`src/rtl/or1200_vlx_pkg.sv`:
```
// Shared types and constants for the VLX bit reader.
// Latency: n/a (declarations only).
// Backpressure: n/a.
package or1200_vlx_pkg;

    // Byte-fetch sequencer states
    typedef enum logic {
        IDLE  = 1'b0,
        FETCH = 1'b1
    } vlx_state_e;

    // SPR addresses; address 3 aliases VLX_SPR_ADDR
    localparam logic [1:0] VLX_SPR_STAT = 2'd0;
    localparam logic [1:0] VLX_SPR_BUF  = 2'd1;
    localparam logic [1:0] VLX_SPR_ADDR = 2'd2;

    // JPEG marker prefix; a 0x00 following it is a stuffing byte
    localparam logic [7:0] JPEG_FF = 8'hFF;

    // Refill while the buffered bit count is at or below this level
    localparam int FILL_THR = 24;

endpackage

```
`src/rtl/or1200_vlx_rd_if.sv`:
```
// Bundles the memory, CPU get-bits and SPR signals of the VLX bit reader.
// Latency: n/a (wiring only).
// Backpressure: n/a; stall_cpu_o and ack_i carry the flow control.
// Ports:
//   memory : ack_i, dat_i in; vlx_addr_o, load_byte_o out
//   cpu    : get_bits_op_i, num_bits_to_read_i in; bits_o, stall_cpu_o out
//   spr    : spr_cs, spr_write, spr_addr, spr_dat_i in; spr_dat_o out
// master = environment (CPU + memory), slave = the reader.
interface or1200_vlx_rd_if;
    logic        ack_i;
    logic [31:0] dat_i;
    logic        get_bits_op_i;
    logic [4:0]  num_bits_to_read_i;
    logic        spr_cs;
    logic        spr_write;
    logic [1:0]  spr_addr;
    logic [31:0] spr_dat_i;
    logic [31:0] spr_dat_o;
    logic        stall_cpu_o;
    logic [31:0] vlx_addr_o;
    logic        load_byte_o;
    logic [31:0] bits_o;

    modport master (
        output ack_i, dat_i, get_bits_op_i, num_bits_to_read_i,
               spr_cs, spr_write, spr_addr, spr_dat_i,
        input  spr_dat_o, stall_cpu_o, vlx_addr_o, load_byte_o, bits_o
    );

    modport slave (
        input  ack_i, dat_i, get_bits_op_i, num_bits_to_read_i,
               spr_cs, spr_write, spr_addr, spr_dat_i,
        output spr_dat_o, stall_cpu_o, vlx_addr_o, load_byte_o, bits_o
    );
endinterface

```
`src/rtl/or1200_vlx_rd_fetch.sv`:
```
// Byte fetcher: address counter, load FSM, lane select and 0xFF00 unstuffing.
// Latency: one IDLE cycle between loads; byte strobe is combinational with ack_i.
// Backpressure: load_byte_o holds until ack_i; refill pauses while cnt_i > FILL_THR.
// Ports: clk_i/rst_i; cnt_i = buffered bit count; init_wr_i/init_addr_i = address
// restart; ack_i/dat_i = memory return; outputs load request, address,
// flush_pend_o and the accepted byte (byte_vld_o/byte_dat_o).
module or1200_vlx_rd_fetch #(
    parameter int FILL_THR = 24
) (
    input  logic        clk_i,
    input  logic        rst_i,
    input  logic [5:0]  cnt_i,
    input  logic        init_wr_i,
    input  logic [31:0] init_addr_i,
    input  logic        ack_i,
    input  logic [31:0] dat_i,
    output logic        load_byte_o,
    output logic [31:0] vlx_addr_o,
    output logic        flush_pend_o,
    output logic        byte_vld_o,
    output logic [7:0]  byte_dat_o
);
    import or1200_vlx_pkg::vlx_state_e;
    import or1200_vlx_pkg::IDLE;
    import or1200_vlx_pkg::FETCH;
    import or1200_vlx_pkg::JPEG_FF;

    vlx_state_e  state_q, state_d;
    logic [31:0] vlx_addr_q;
    logic        prev_ff_q;
    logic        flush_pend_q;
    logic [7:0]  lane_byte;
    logic        acked;
    logic        stuffed;

    // Big-endian lanes: address offset 0 is the most significant byte
    always_comb begin
        case (vlx_addr_q[1:0])
            2'd0:    lane_byte = dat_i[31:24];
            2'd1:    lane_byte = dat_i[23:16];
            2'd2:    lane_byte = dat_i[15:8];
            default: lane_byte = dat_i[7:0];
        endcase
    end

    assign acked   = (state_q == FETCH) && ack_i;
    assign stuffed = prev_ff_q && (lane_byte == 8'h00);

    // A load issued before an address restart still completes, but its
    // data belongs to the old stream and is dropped.
    assign byte_vld_o   = acked && !init_wr_i && !flush_pend_q && !stuffed;
    assign byte_dat_o   = lane_byte;
    assign vlx_addr_o   = vlx_addr_q;
    assign flush_pend_o = flush_pend_q;

    always_comb begin
        state_d     = state_q;
        load_byte_o = 1'b0;
        case (state_q)
            IDLE: begin
                if ((cnt_i <= 6'(FILL_THR)) && !init_wr_i) begin
                    state_d = FETCH;
                end
            end
            FETCH: begin
                load_byte_o = 1'b1;
                if (ack_i) begin
                    state_d = IDLE;
                end
            end
            default: state_d = IDLE;
        endcase
    end

    always_ff @(posedge clk_i) begin
        if (rst_i) begin
            state_q      <= IDLE;
            vlx_addr_q   <= '0;
            prev_ff_q    <= 1'b0;
            flush_pend_q <= 1'b0;
        end else begin
            state_q <= state_d;
            if (init_wr_i) begin
                vlx_addr_q   <= init_addr_i;
                prev_ff_q    <= 1'b0;
                // Only a load still waiting for its ack needs flushing
                flush_pend_q <= (state_q == FETCH) && !ack_i;
            end else if (acked) begin
                flush_pend_q <= 1'b0;
                if (!flush_pend_q) begin
                    vlx_addr_q <= vlx_addr_q + 32'd1;
                    // A discarded stuffing byte is 0x00, so this also clears it
                    prev_ff_q  <= (lane_byte == JPEG_FF);
                end
            end
        end
    end

endmodule

```
`src/rtl/or1200_vlx_rd.sv`:
```
// VLX bit reader: MSB-first 32-bit bit buffer fed by byte loads, drained by get-bits.
// Latency: get-bits result is combinational in the request cycle when enough bits are held.
// Backpressure: stall_cpu_o holds the CPU while the request exceeds the buffered count.
// Ports: clk_i, rst_i (sync, active-high); bus = or1200_vlx_rd_if.slave carrying
// memory load, CPU get-bits and SPR access signals.
module or1200_vlx_rd #(
    parameter int BUF_W    = 32,
    parameter int FILL_THR = 24
) (
    input  logic           clk_i,
    input  logic           rst_i,
    or1200_vlx_rd_if.slave bus
);
    import or1200_vlx_pkg::VLX_SPR_STAT;
    import or1200_vlx_pkg::VLX_SPR_BUF;

    logic [BUF_W-1:0] bit_buf_q, bit_buf_d, buf_shift;
    logic [5:0]       cnt_q, cnt_d, cnt_shift;
    logic [5:0]       n_ext, n_take;
    logic             init_wr;
    logic             stall;
    logic             take;
    logic             byte_vld;
    logic [7:0]       byte_dat;
    logic             flush_pend;
    logic             load_byte;
    logic [31:0]      vlx_addr;

    assign init_wr = bus.spr_cs && bus.spr_write && bus.spr_addr[1];
    assign n_ext   = {1'b0, bus.num_bits_to_read_i};

    // During a flush the buffer is about to be refilled from the new address
    assign stall  = bus.get_bits_op_i && (flush_pend || (n_ext > cnt_q));
    assign take   = bus.get_bits_op_i && !stall && (n_ext != 6'd0);
    assign n_take = take ? n_ext : 6'd0;

    or1200_vlx_rd_fetch #(
        .FILL_THR (FILL_THR)
    ) u_fetch (
        .clk_i        (clk_i),
        .rst_i        (rst_i),
        .cnt_i        (cnt_q),
        .init_wr_i    (init_wr),
        .init_addr_i  (bus.spr_dat_i),
        .ack_i        (bus.ack_i),
        .dat_i        (bus.dat_i),
        .load_byte_o  (load_byte),
        .vlx_addr_o   (vlx_addr),
        .flush_pend_o (flush_pend),
        .byte_vld_o   (byte_vld),
        .byte_dat_o   (byte_dat)
    );

    // Consume first, then append the new byte right after the surviving bits
    always_comb begin
        buf_shift = bit_buf_q << n_take;
        cnt_shift = cnt_q - n_take;
        bit_buf_d = buf_shift;
        cnt_d     = cnt_shift;
        if (byte_vld) begin
            bit_buf_d = buf_shift | ({byte_dat, {(BUF_W-8){1'b0}}} >> cnt_shift);
            cnt_d     = cnt_shift + 6'd8;
        end
        if (init_wr) begin
            bit_buf_d = '0;
            cnt_d     = '0;
        end
    end

    always_ff @(posedge clk_i) begin
        if (rst_i) begin
            bit_buf_q <= '0;
            cnt_q     <= '0;
        end else begin
            bit_buf_q <= bit_buf_d;
            cnt_q     <= cnt_d;
        end
    end

    // Unused buffer bits are always zero, so a plain right shift right-aligns
    assign bus.bits_o = (bus.get_bits_op_i && (n_ext != 6'd0))
                      ? (bit_buf_q >> (6'(BUF_W) - n_ext)) : '0;

    always_comb begin
        bus.spr_dat_o = '0;
        if (bus.spr_cs && !bus.spr_write) begin
            case (bus.spr_addr)
                VLX_SPR_STAT: bus.spr_dat_o = {26'b0, cnt_q};
                VLX_SPR_BUF:  bus.spr_dat_o = bit_buf_q;
                default:      bus.spr_dat_o = vlx_addr;
            endcase
        end
    end

    assign bus.stall_cpu_o = stall;
    assign bus.load_byte_o = load_byte;
    assign bus.vlx_addr_o  = vlx_addr;

endmodule

```
`src/flat_wrapper.sv`:
```
// flat-port wrapper written by rule: the top's interface ports become plain ports
module or1200_vlx_rd_flat import or1200_vlx_pkg::VLX_SPR_STAT; import or1200_vlx_pkg::VLX_SPR_BUF;
#(
    parameter int BUF_W    = 32,
    parameter int FILL_THR = 24
)
  (clk_i, rst_i, bus_ack_i, bus_dat_i, bus_get_bits_op_i, bus_num_bits_to_read_i, bus_spr_cs, bus_spr_write, bus_spr_addr, bus_spr_dat_i, bus_spr_dat_o, bus_stall_cpu_o, bus_vlx_addr_o, bus_load_byte_o, bus_bits_o);
  or1200_vlx_rd_if bus_i ();
  input  logic clk_i;
  input  logic rst_i;
  input wire logic [$bits(bus_i.ack_i)-1:0] bus_ack_i;
  input wire logic [$bits(bus_i.dat_i)-1:0] bus_dat_i;
  input wire logic [$bits(bus_i.get_bits_op_i)-1:0] bus_get_bits_op_i;
  input wire logic [$bits(bus_i.num_bits_to_read_i)-1:0] bus_num_bits_to_read_i;
  input wire logic [$bits(bus_i.spr_cs)-1:0] bus_spr_cs;
  input wire logic [$bits(bus_i.spr_write)-1:0] bus_spr_write;
  input wire logic [$bits(bus_i.spr_addr)-1:0] bus_spr_addr;
  input wire logic [$bits(bus_i.spr_dat_i)-1:0] bus_spr_dat_i;
  output wire logic [$bits(bus_i.spr_dat_o)-1:0] bus_spr_dat_o;
  output wire logic [$bits(bus_i.stall_cpu_o)-1:0] bus_stall_cpu_o;
  output wire logic [$bits(bus_i.vlx_addr_o)-1:0] bus_vlx_addr_o;
  output wire logic [$bits(bus_i.load_byte_o)-1:0] bus_load_byte_o;
  output wire logic [$bits(bus_i.bits_o)-1:0] bus_bits_o;
  assign bus_i.ack_i = bus_ack_i;
  assign bus_i.dat_i = bus_dat_i;
  assign bus_i.get_bits_op_i = bus_get_bits_op_i;
  assign bus_i.num_bits_to_read_i = bus_num_bits_to_read_i;
  assign bus_i.spr_cs = bus_spr_cs;
  assign bus_i.spr_write = bus_spr_write;
  assign bus_i.spr_addr = bus_spr_addr;
  assign bus_i.spr_dat_i = bus_spr_dat_i;
  assign bus_spr_dat_o = bus_i.spr_dat_o;
  assign bus_stall_cpu_o = bus_i.stall_cpu_o;
  assign bus_vlx_addr_o = bus_i.vlx_addr_o;
  assign bus_load_byte_o = bus_i.load_byte_o;
  assign bus_bits_o = bus_i.bits_o;
  or1200_vlx_rd #(.BUF_W(BUF_W), .FILL_THR(FILL_THR)) u_core (.clk_i(clk_i), .rst_i(rst_i), .bus(bus_i));
endmodule
```
`config.mk`:
```
export PLATFORM = sky130hd
export DESIGN_NAME = or1200_vlx_rd_flat
export DESIGN_NICKNAME = d
export VERILOG_FILES = /design/src/rtl/or1200_vlx_pkg.sv /design/src/rtl/or1200_vlx_rd_if.sv /design/src/rtl/or1200_vlx_rd_fetch.sv /design/src/rtl/or1200_vlx_rd.sv /design/src/flat_wrapper.sv
export SDC_FILE = /design/constraint.sdc
export NUM_CORES = 1
export LEC_CHECK = 0
export CAP_MARGIN = 20
export CORE_UTILIZATION = 53
export DETAILED_ROUTE_END_ITERATION = 8
export PLACE_DENSITY = 0.8
export SYNTH_ARGS = -nofsm -noshare
export SYNTH_HDL_FRONTEND = slang
export SYNTH_SLANG_ARGS = --single-unit
export TNS_END_PERCENT = 10
```
`constraint.sdc`:
```
create_clock -name clk_i -period 16.4 [get_ports clk_i]
set_input_delay 3.28 -clock clk_i [delete_from_list [all_inputs] [get_ports clk_i]]
set_output_delay 3.28 -clock clk_i [all_outputs]
set_load 0.01 [all_outputs]
```
=== Word-level counts from Yosys, hierarchy flattened ===
Index checks and enable logic that the tools add are counted.

* Add/subtract/negate cells: 4
* $lt $le $gt $ge: 2
* Equality and inequality tests: 5
* Shift operators: 3
* Multiplexer cells: 16
* Bitwise logic cells: 3
* Reductions and logical operators: 29

{| class="wikitable"
|+ Operators by type and width
! operator !! number
|-
| $mux 32 || 6
|-
| $pmux 32 s2 || 1
|-
| $shr 32x6->32 || 2
|-
| $add 32x1->32 const B || 1
|-
| $or 32x32->32 || 1
|-
| $shl 32x6->32 || 1
|-
| $pmux 8 s3 || 1
|-
| $logic_and 1x1->1 || 14
|-
| $eq 8x8->1 const B || 1
|-
| $logic_not 8->1 || 1
|-
| $add 6x4->6 const B || 1
|-
| $gt 5x6->1 || 1
|-
| $le 6x5->1 const B || 1
|-
| $logic_not 1->1 || 6
|-
| $mux 6 || 1
|-
| $reduce_bool 6->1 || 1
|-
| $sub 6x5->6 const A || 1
|-
| $sub 6x6->6 || 1
|-
| $mux 1 || 5
|-
| $mux 5 || 1
|-
| $eq 2x1->1 const B || 2
|-
| $logic_not 2->1 || 2
|-
| $reduce_and 2->1 || 2
|-
| $eq 2x2->1 const B || 1
|-
| 6 further kinds || 7
|}

* Register bits after elaboration: 73
* Input bits: 77
* Output and inout port bits: 98
* Word-level logic and storage cells: 68

=== Longest topological paths before layout ===
* Depth after elaboration: 11
* Mapped depth: 22
* Depth with buffers taken out: 17

=== Cells and area by module ===
From an unflattened synthesis, not the netlist that was laid out.

* Cells, all modules: 1295
* Area total of the unflattened synthesis: 9062.4 µm²

{| class="wikitable"
|+ By module, submodules not included
! module !! instances !! cells an instance !! area each (µm²) !! seq. area each (µm²)
|-
| or1200_vlx_rd || 1 || 1006 || 6767.7 || 760.7
|-
| or1200_vlx_rd_fetch || 1 || 289 || 2294.7 || 700.7
|}

=== Worst setup path before layout ===
No wires, ideal clock.

* Kind: input -> output
* Start: input bus_num_bits_to_read_i[0]
* End: output bus_bits_o[6]
* Data arrival time: 5.728 ns
* Required time: 13.120 ns
* Slack: 7.392 ns
* Stages on the path: 13
* Buffers on the path: 6
* Cell sequence: buf_4 > inv_2 > buf_2 > buf_2 > ha_1 > buf_2 > buf_2 > clkbuf_1 > mux4_2 > mux2i_1 > a21oi_1 > a21oi_1 > nor2_1

* Word-level cells in the longest chain between the ends: 3
* Elaborated cells between the ends (all ways): 5
* Classes of those cells: 1 x add/sub; 1 x shift; 1 x mux; 2 x reduce/logical

{| class="wikitable"
|+ RTL lines
! what !! line !! source
|-
| start: declaration || flat_wrapper.sv:14 || <nowiki>input wire logic [$bits(bus_i.num_bits_to_read_i)-1:0] bus_num_bits_to_read_i;</nowiki>
|-
| $sub 6x5->6 / $reduce_bool 6->1 (equally long branches) || or1200_vlx_rd.sv:82, or1200_vlx_rd.sv:81 ||
|-
| $shr 32x6->32 / $logic_and 1x1->1 (equally long branches) || or1200_vlx_rd.sv:82, or1200_vlx_rd.sv:81 ||
|-
| $mux 32 (*) || or1200_vlx_rd.sv:82 || <nowiki>? (bit_buf_q >> (6'(BUF_W) - n_ext)) : '0;</nowiki>
|-
| end: declaration || flat_wrapper.sv:23 || <nowiki>output wire logic [$bits(bus_i.bits_o)-1:0] bus_bits_o;</nowiki>
|}

Every way passes the cells marked *; elsewhere a longest branch is shown, timed or not.

=== Worst setup path in the final report ===
* Start: input bus_num_bits_to_read_i[2]
* End: output bus_bits_o[29]

Same word-level chain as after synthesis.

==> metrics.log <==
[metrics] run status: completed
[metrics] cell-by-cell trace of the critical path: buf_2 -> buf_4 -> clkinv_1 -> and3_1 -> ha_1 -> nor2b_1 -> o41ai_2 -> buf_4 -> nor2_1 -> nand3_1 -> nor2_1 -> clkdlybuf4s50_1
[metrics] number of standard cells in the final layout excluding fillers: 1613
[metrics] largest net degree at the start of global routing: 67
[metrics] Cell Count Post-Placement: 1595
[metrics] slowest stage delay, CP: 0.66 ns
[metrics] setup repair after global routing missed its margin: false
[metrics] detailed-route DRC error count: 0
[metrics] critical path data arrival time: 7.17 ns
[metrics] gp weighted congestion: 0.978
[metrics] Die Span X: 133 um
[metrics] post-route antenna net violation count: 0
[metrics] vias: 10900
[metrics] iteration count of the initial detailed-routing pass: 7
[metrics] CP Max Fanout: 53
[metrics] number of nets in the synthesized netlist: 1400
[metrics] diode count: 0
[metrics] most frequent cells in the layout: 212 x sky130_fd_sc_hd__nor2_1, 171 x sky130_fd_sc_hd__clkdlybuf4s50_1, 136 x sky130_fd_sc_hd__nand2_1
[metrics] path class of the lowest-slack min-delay path: register to register
[metrics] initial standard-cell utilization of the core: 54.6%
[metrics] async set-reset flop share out of synthesis: 0%
[metrics] timing-limited maximum frequency: 0.0957 GHz
[metrics] layout overhead on the synthesized area: 21.3%
[metrics] R2R cell count: 16
[metrics] final hold viol count: 0
[metrics] # IOs: 175
[metrics] Site Rows: 47
[metrics] root buffer selected by CTS: sky130_fd_sc_hd__clkbuf_16
[metrics] GRT Util Overall: 39.7%
[metrics] final clock period utilization by the worst path: 63.7%
[metrics] number of cells produced by synthesis: 1306
[metrics] most common cell after layout, fill and taps aside: sky130_fd_sc_hd__nor2_1
[metrics] proportion of synthesized chip area in sequential cells: 16.1%
[metrics] Levels on crit path: 12
[metrics] critical-path cell with the highest stage delay: sky130_fd_sc_hd__clkinv_1
[metrics] flops & latches, synth: 73
[metrics] YS warnings: 0
[metrics] transition time of the tightest slew-check pin: 0.996 ns
[metrics] Die Y-Extent: 133 um
[metrics] Resized Gates After CTS: 0
[metrics] power per standard cell area: 120 mW/mm2
[metrics] Synth Area per Inst: 6.96 um2
[metrics] wire length per cell: 22.1 um
[metrics] Die Footprint: 0.0177 mm2
[metrics] number of clock buffers inserted by TritonCTS: 9
[metrics] total congestion overflow after global routing: 0
[metrics] max-slew violation count: 0
[metrics] delay-heaviest family, CP: buffers and inverters
[metrics] Core ar.: 0.0166 mm2
[metrics] # clock sinks: 73
[metrics] Leak: 3.92 nW
[metrics] global-route wire length before repair: 55500 um
[metrics] Worst slew margin: 33.4%
[metrics] number of unique standard cell types used by synthesis: 87
[metrics] Final setup violation count: 0
[metrics] clock tree from TritonCTS: done
[metrics] DP Wirelength: 25100 um
[metrics] final-stage net count: 1482
[metrics] antenna violations before repair: 1
[metrics] setup TNS after final layout: 0 ns
[metrics] number of violations of the max-capacitance limit: 0
[metrics] buffers plus inverters on the worst setup path: 5
[metrics] endpoint kind of the worst setup timing path: primary output
[metrics] startpoint kind of the worst setup timing path: input port
[metrics] commonest register cell after synthesis: sky130_fd_sc_hd__dfxtp_1
[metrics] number of global-route vias before repair: 9903
[metrics] number of buffers inserted by hold repair at cts: 0
[metrics] post-DR vias/cell: 6.75
[metrics] detailed-route wire length: 35700 um
[metrics] clock-pin slew reported for the worst setup and hold paths after clock tree synthesis: 0.06 ns
[metrics] total power consumption of the routed design: 0.00132 W
[metrics] Post-Synthesis Cell Area: 0.00909 mm2
[metrics] required time at the worst-slack endpoint: 13.12 ns
[metrics] Worst Path Class, Setup: input port to primary output
[metrics] Period minus WS final: 10.45 ns
[metrics] post-CTS setup buffer count: 0
[metrics] count of input and output buffers: 174
[metrics] count of cells along the worst hold path: 2
[metrics] EDFF count, synth: 0
[metrics] insertion delay of the later-clocked pin in the worst-skew pair: 0.34 ns
[metrics] worst-case vdd ir drop: 0.0978 mV
[metrics] share of layout cells above drive strength 1: 8.33%
[metrics] clock tree buffer depth: 2
[metrics] maximum level of the CTS H-tree: 3
[metrics] iteration-0 DRC count of the detailed router: 1638
[metrics] Setup Skew: 0.00846 ns
==> state kept, by name, summed over array words and instances (netlist names) <==
| signal | count |
|---|---|
| u_core.bit_buf_q | 32 |
| u_core.cnt_q | 6 |
| u_core.u_fetch.flush_pend_o | 1 |
| u_core.u_fetch.prev_ff_q | 1 |
| u_core.u_fetch.state_q | 1 |
| u_core.u_fetch.vlx_addr_o | 32 |
==> final cells by class <==
class,instances,area [um2]
well taps,220,275
fillers,1493,5610
repair buffers,194,1890
flip-flops and latches,73,1460
inverters,27,101
clock inverters,6,90.1
multi-input cells,1083,6980
clock buffers,10,229
==> kinds of logic after synthesis <==
| family | Yosys count | share of synthesized area (%) |
|---|---|---|
| muxes | 93 | 13.2 |
| AOI/OAI and AO/OA | 409 | 30.3 |
| buffers and inverters | 150 | 7.35 |
| and+or+nand+nor | 525 | 26.9 |
| DFF | 73 | 16.1 |
| xor gates and xnor gates | 39 | 3.76 |
| adders and majority gates | 17 | 2.42 |
==> per-layer routing <==
metal / share of wire (%) / global-route usage (%) / routed length, um / up-vias
li1: - / - / - / 4960
met1: 40 / 52.9 / 14100 / 5000
met2: 44 / 60.8 / 15600 / 780
met3: 12 / 8.39 / 4170 / 141
met4: 4.9 / 19.1 / 1760 / 2
met5: 0.036 / 0 / 13 / -
==> power by group <==
part / leakage, nW / internal [W] / switching [W]
logic: 3.17 / 0.000317 / 0.000495
clock network: 0.153 / 0.000134 / 0.0000814
registers: 0.597 / 0.000205 / 0.0000906
==> tightest hold or removal path: stages, from the launching register on <==
cell and delay [ns]:
sky130_fd_sc_hd__dfxtp_1 0.33, sky130_fd_sc_hd__o21ai_0 0.08, sky130_fd_sc_hd__a21oi_1 0.07
==> cell usage after synthesis, drive strengths merged (7+ instances only) <==
cell / instances / area (um2)
nand2: 136 / 510
nor2b: 15 / 93.8
a31oi: 23 / 163
nor2: 219 / 850
a2bb2oi: 11 / 96.3
dfxtp: 73 / 1460
a21o: 7 / 53.8
mux4: 18 / 405
a21oi: 105 / 526
and2: 11 / 68.8
nand4: 13 / 87.6
o21ai: 75 / 383
buf: 58 / 323
inv: 26 / 97.6
clkbuf: 65 / 244
a211oi: 55 / 413
o211ai: 15 / 113
xnor2: 15 / 131
or3: 9 / 56.3
nor3: 25 / 140
ha: 16 / 200
nand3: 39 / 195
xor2: 24 / 210
nand2b: 16 / 103
nor4: 7 / 80.1
mux2: 21 / 244
a311oi: 10 / 87.6
o31ai: 7 / 52.6
a22oi: 19 / 153
o22ai: 19 / 119
and3: 22 / 138
mux2i: 54 / 552
==> final timing paths <==
path / slack [ns] / end / start
max reg2reg: 11.39 / u_core.bit_buf_q[31] / u_core.cnt_q[1]
min: 0.52 / u_core.u_fetch.prev_ff_q / u_core.u_fetch.prev_ff_q
min reg2reg: 0.52 / u_core.u_fetch.prev_ff_q / u_core.u_fetch.prev_ff_q
max: 5.95 / bus_bits_o[29] / bus_num_bits_to_read_i[2]
==> metrics by stage <==
stage | setup WS [ns] | util, % | area, um2 | hold slack (ns)
5_1_grt | 5.69 | 66.3 | 11000 | 0.558
3_5_place_dp | 6.02 | 64.2 | 10700 | 0.511
4_1_cts | 6.01 | 66.1 | 11000 | 0.519
3_3_place_gp | 6.12 | 64.2 | 10700 | 0.491
6_report | 5.95 | 66.3 | 11000 | 0.521
2_1_floorplan | 7.39 | - | 9090 | 0.459
(Power assumes the default switching activity.)
